`config.mk`:
```
export PLATFORM = sky130hd
export DESIGN_NAME = bcd_mul_seq
export DESIGN_NICKNAME = d
export VERILOG_FILES = /design/src/rtl/bcd_mul_seq.sv
export SDC_FILE = /design/constraint.sdc
export NUM_CORES = 1
export LEC_CHECK = 0
export BUFFER_PORTS_ARGS = -buffer_cell sky130_fd_sc_hd__buf_2
export CAP_MARGIN = 0
export CORE_AREA = 8 8 175 177
export CTS_CLUSTER_DIAMETER = 200
export DETAILED_ROUTE_END_ITERATION = 10
export DIE_AREA = 0 0 183 185
export PLACE_DENSITY = 0.84
export SYNTH_ARGS = -nofsm -noshare
export SYNTH_HDL_FRONTEND = slang
export SYNTH_SLANG_ARGS = --single-unit
```
`constraint.sdc`:
```
create_clock -name clk_i -period 30.3 [get_ports clk_i]
set_clock_uncertainty 0.1 [all_clocks]
set_input_delay 4.545 -clock clk_i [delete_from_list [all_inputs] [get_ports clk_i]]
set_output_delay 4.545 -clock clk_i [all_outputs]
set_load 0.03 [all_outputs]
```
`src/rtl/bcd_mul_seq.sv`:
```
// Sequential packed-BCD multiplier: one multiplier digit per cycle, MSB first,
// accumulating digit-by-N partial products into a 2*DIGITS-digit BCD product.
module bcd_mul_seq #(
   parameter int DIGITS = 8
) (
   input  logic                  clk_i,
   input  logic                  rst_ni,
   input  logic                  start_i,
   input  logic [4*DIGITS-1:0]   a_i,
   input  logic [4*DIGITS-1:0]   b_i,
   output logic                  ready_o,
   output logic                  busy_o,
   output logic                  done_o,
   output logic [8*DIGITS-1:0]   p_o,
   output logic                  err_o
);

   localparam int AW = 4 * DIGITS;
   localparam int PW = 8 * DIGITS;
   localparam int CW = $clog2(DIGITS);

   typedef enum logic [1:0] {IDLE, MUL, DONE} state_t;

   state_t          state, stateNext;
   logic [AW-1:0]   aReg, bReg;
   logic [PW-1:0]   acc;
   logic [CW-1:0]   count;
   logic            accept, badOp, lastDigit;
   logic [3:0]      dig;
   logic [PW-1:0]   unitsVec, tensVec;
   logic [PW:0]     ppFull, accFull;
   logic            accCarry;

   // Decimal add of two 2*DIGITS-digit values; returns {carryOut, sum}.
   function automatic logic [PW:0] bcdAdd(input logic [PW-1:0] x, input logic [PW-1:0] y);
      logic [PW-1:0] s;
      logic          c;
      logic [4:0]    t;
      s = '0;
      c = 1'b0;
      for (int i = 0; i < 2 * DIGITS; i++) begin
         t = {1'b0, x[4*i +: 4]} + {1'b0, y[4*i +: 4]} + {4'd0, c};
         if (t > 5'd9) begin
            t = t + 5'd6;
            c = 1'b1;
         end else begin
            c = 1'b0;
         end
         s[4*i +: 4] = t[3:0];
      end
      return {c, s};
   endfunction

   // Single-digit product split into {tens, units}.
   function automatic logic [7:0] digitMul(input logic [3:0] x, input logic [3:0] y);
      logic [6:0] prod, tens, units;
      prod  = {3'd0, x} * {3'd0, y};
      tens  = prod / 7'd10;
      units = prod - tens * 7'd10;
      return {tens[3:0], units[3:0]};
   endfunction

   function automatic logic nonBcd(input logic [AW-1:0] v);
      logic bad;
      bad = 1'b0;
      for (int i = 0; i < DIGITS; i++)
         if (v[4*i +: 4] > 4'd9) bad = 1'b1;
      return bad;
   endfunction

   assign dig       = bReg[AW-1 -: 4];
   assign lastDigit = (count == CW'(DIGITS - 1));
   assign badOp     = nonBcd(a_i) | nonBcd(b_i);

   always_comb begin
      unitsVec = '0;
      tensVec  = '0;
      for (int i = 0; i < DIGITS; i++) begin
         logic [7:0] m;
         m = digitMul(aReg[4*i +: 4], dig);
         unitsVec[4*i +: 4]     = m[3:0];
         tensVec[4*(i+1) +: 4]  = m[7:4];
      end
   end

   assign ppFull   = bcdAdd(unitsVec, tensVec);
   assign accFull  = bcdAdd(acc << 4, ppFull[PW-1:0]);
   // Either carry being set means the product escaped 2*DIGITS digits.
   assign accCarry = accFull[PW] | ppFull[PW];

   always_ff @(posedge clk_i or negedge rst_ni) begin
      if (!rst_ni) state <= IDLE;
      else         state <= stateNext;
   end

   always_comb begin
      stateNext = state;
      accept    = 1'b0;
      case (state)
         IDLE, DONE: begin
            if (start_i) begin
               accept    = 1'b1;
               stateNext = badOp ? DONE : MUL;
            end else if (state == DONE) begin
               stateNext = IDLE;
            end
         end
         MUL:     if (lastDigit) stateNext = DONE;
         default: stateNext = IDLE;
      endcase
   end

   always_ff @(posedge clk_i or negedge rst_ni) begin
      if (!rst_ni) begin
         acc   <= '0;
         count <= '0;
         p_o   <= '0;
         err_o <= 1'b0;
      end else if (accept) begin
         acc   <= '0;
         count <= '0;
         err_o <= badOp;
         if (badOp) p_o <= '0;
      end else if (state == MUL) begin
         acc   <= accFull[PW-1:0];
         count <= count + 1'b1;
         if (lastDigit) p_o <= accFull[PW-1:0];
      end
   end

   // Operand registers carry no reset; they are always loaded before use.
   always_ff @(posedge clk_i) begin
      if (accept) begin
         aReg <= a_i;
         bReg <= b_i;
      end else if (state == MUL) begin
         bReg <= bReg << 4;
      end
   end

   assign busy_o  = (state == MUL);
   assign done_o  = (state == DONE);
   assign ready_o = ~busy_o;

endmodule
```
==> impl_metrics.json <==
{
  "final-instance-count-excl-fill": 2369,
  "ys_seq_area_share_pct": 30.59,
  "dieArea_sq_um": 33860,
  "drtIter0Drc": 997,
  "cts_max_level": 4,
  "ys.warnings.count": 0,
  "wl_mm": 41.37,
  "worstSetupStartpointType": "flop",
  "ys.flop_type": "dfrtp_1",
  "hold_viol": 0,
  "io_buffers": 134,
  "outcome": "complete, no violations",
  "clk_latency_ps": 450,
  "slew_headroom_pct": 24.25,
  "dpl.cell_count": 2331,
  "grt_pass1_wl_mm": 68.63,
  "reg2reg_slack_ps": 2090,
  "crit_type": "flop to flop",
  "worstMarginPinSlew_ps": 1135,
  "grt_use_total_pct": 24.63,
  "path_delay_family": "adder cells",
  "clk_pin_slew_worst_paths_ps": 80,
  "synth_edf_count": 64,
  "required_ps": 30540,
  "core_region_area_sq_um": 28080,
  "min_period_ps": 28210,
  "dp_hpwl_mm": 30.26,
  "drc_errors": 0,
  "vias": 13970,
  "fmax_mhz": 35.45,
  "cts_hold_buf": 0,
  "nets": 2294,
  "synthCells": 1866,
  "cp.buffers_inverters": 19,
  "timing.hold.worst.class": "flop to flop",
  "critPathSlowestCell": "fa_1",
  "netlist-cell-type-count": 76,
  "holdPathEnd": "p_o[30]$_DFFE_PN0P_",
  "final_common_cell": "nand2_1",
  "place.gp.congestion": 0.8828,
  "clockBufferDepth": 2,
  "drive_gt1_share_pct": 11.59,
  "reg2reg_depth": 132,
  "syn-cell-area_sq_um": 16910,
  "ant_nets": 0,
  "antenna_found_initial": 0,
  "grt_overflow": 0,
  "initial_core_util_pct": 60.23,
  "cp_max_fo": 32,
  "slew_violations": 0,
  "ios": 135,
  "drv_cap": 0,
  "tritoncts": "yes",
  "path_depth": 132,
  "root_buffer": "clkbuf_16",
  "die_h_microns": 185,
  "num_rows": 62,
  "r2r-start": "bReg[29]$_DFFE_PP_",
  "startpoint": "bReg[29]$_DFFE_PP_",
  "synth.ff_latch_count": 194,
  "antenna-diode-count": 0,
  "hold_depth": 2,
  "hp-start": "p_o[30]$_DFFE_PN0P_",
  "cts_buffers": 17,
  "vias_per_cell": 5.897,
  "finalSetupViolations": 0,
  "n_fill_cell": 2152,
  "wl_per_cell_microns": 17.46,
  "drtPass1Iterations": 5,
  "cp-end-kind": "flop",
  "grt_max_degree": 76,
  "final_cell_mix": "262 x nand2_1, 184 x ha_1, 181 x inv_1, 133 x buf_2, 130 x dfrtp_1",
  "multi_input_area_sq_um": 10850,
  "critPathMaxStageDelay_ps": 560,
  "seq_area_sq_um": 5175,
  "reg2reg_to": "p_o[62]$_DFFE_PN0P_",
  "cpMostUsedCell": "fa_1",
  "numClockSinks": 194,
  "grt_pass1_vias": 14120,
  "worstPathArrival_ps": 28460,
  "min_period_over_period_pct": 93.11,
  "syn_avg_cell_area_sq_um": 9.065,
  "synth_nets": 2188,
  "async_flop_share_pct": 67.01,
  "area_growth_pct": 10.05,
  "die_w_microns": 183
}
## metal layers
metal	vias to the layer above	global-route usage (%)	part of all wire (%)
met5	-	0	0
met4	0	7.417	2.2
met3	70	5.355	7.0
met2	494	40.81	47
met1	6800	32.00	43
li1	6607	-	-
## worst max path at each step
| stage | endpoint | slack [ps] |
|---|---|---|
| floorplan | p_o[62]$_DFFE_PN0P_ | 5530 |
| global placement | p_o[62]$_DFFE_PN0P_ | 3710 |
| detailed placement | p_o[62]$_DFFE_PN0P_ | 1680 |
| CTS | p_o[62]$_DFFE_PN0P_ | 1400 |
| global route | p_o[62]$_DFFE_PN0P_ | -150 |
| finish | p_o[62]$_DFFE_PN0P_ | 2090 |
## timing repair
item                                    4_1_cts  5_1_grt
endpoints found under the setup margin        0        8
buffers inserted                              0        6
gates resized for setup                       0       11
## worst reg2reg max path, delay by kind of cell (launching register included)
kind / cells / cell delay [ps]
DFF: 1 / 380
muxes: 2 / 520
AOI/OAI and AO/OA: 35 / 7390
adders and majority gates: 34 / 10340
and+or+nand+nor: 27 / 3380
buffers and inverters: 19 / 1850
xor gates and xnor gates: 15 / 4120
## cell type report
type | count | area share (%)
multi-input combinational | 1424 | 58.28
sequential | 194 | 27.80
timing repair buffer | 151 | 4.322
inverter | 184 | 3.717
tap | 384 | 2.581
clock buffer | 18 | 2.359
clock inverter | 14 | 0.9410
## registers in the layout, summed over array words and instances, names as in the netlist
register / flops
aReg: 32
state: 2
acc: 60
p_o: 64
err_o: 1
bReg: 32
count: 3
## synthesized netlist by cell type (all sizes together), types with 7 or more instances
| cell type | number | area, sq um |
|---|---|---|
| a22o | 52 | 455.4 |
| o21ai | 112 | 560.5 |
| xor2 | 58 | 508.0 |
| nand2b | 22 | 137.6 |
| ha | 184 | 2302 |
| mux2 | 23 | 259.0 |
| and2 | 81 | 506.7 |
| nor3 | 17 | 101.4 |
| nand2 | 262 | 983.4 |
| o22ai | 25 | 156.4 |
| nor2 | 84 | 315.3 |
| edfxtp | 64 | 1922 |
| nor2b | 28 | 175.2 |
| a21oi | 99 | 495.5 |
| a21o | 35 | 264.0 |
| xnor2 | 78 | 709.4 |
| nand3 | 36 | 180.2 |
| inv | 184 | 690.7 |
| nand4 | 9 | 56.30 |
| a31oi | 15 | 93.84 |
| mux2i | 13 | 130.1 |
| o31ai | 7 | 52.55 |
| fa | 71 | 1421 |
| buf | 12 | 72.57 |
| or3 | 8 | 55.05 |
| o21a | 12 | 90.09 |
| a211oi | 14 | 110.1 |
| dfrtp | 130 | 3253 |
| clkbuf | 52 | 195.2 |
| a22oi | 8 | 60.06 |
## logic make-up after synthesis
group                      Yosys count  synth area share, %
AOI/OAI and AO/OA                  425                16.23
xor gates and xnor gates           136                7.197
adders and majority gates          260                22.31
buffers and inverters              248                5.666
DFF                                194                30.59
muxes                               36                2.300
and+or+nand+nor                    567                15.70
## per-stage QoR
step           hold slack (ps)  area, sq um  setup TNS [ps]  worst slack, ps  util, %
5_1_grt                  405.1        18620          -249.5           -151.8    66.29
3_5_place_dp             365.6        17890               0             1677    63.72
2_1_floorplan            355.1        16920               0             5527        -
4_1_cts                  384.9        18510               0             1400    65.91
3_3_place_gp             359.1        17890               0             3715    63.72
6_report                 379.1        18620               0             2088    66.29
Power is not shown: default switching activity piles up to over one toggle a cycle in this logic, so the estimate is an artifact.
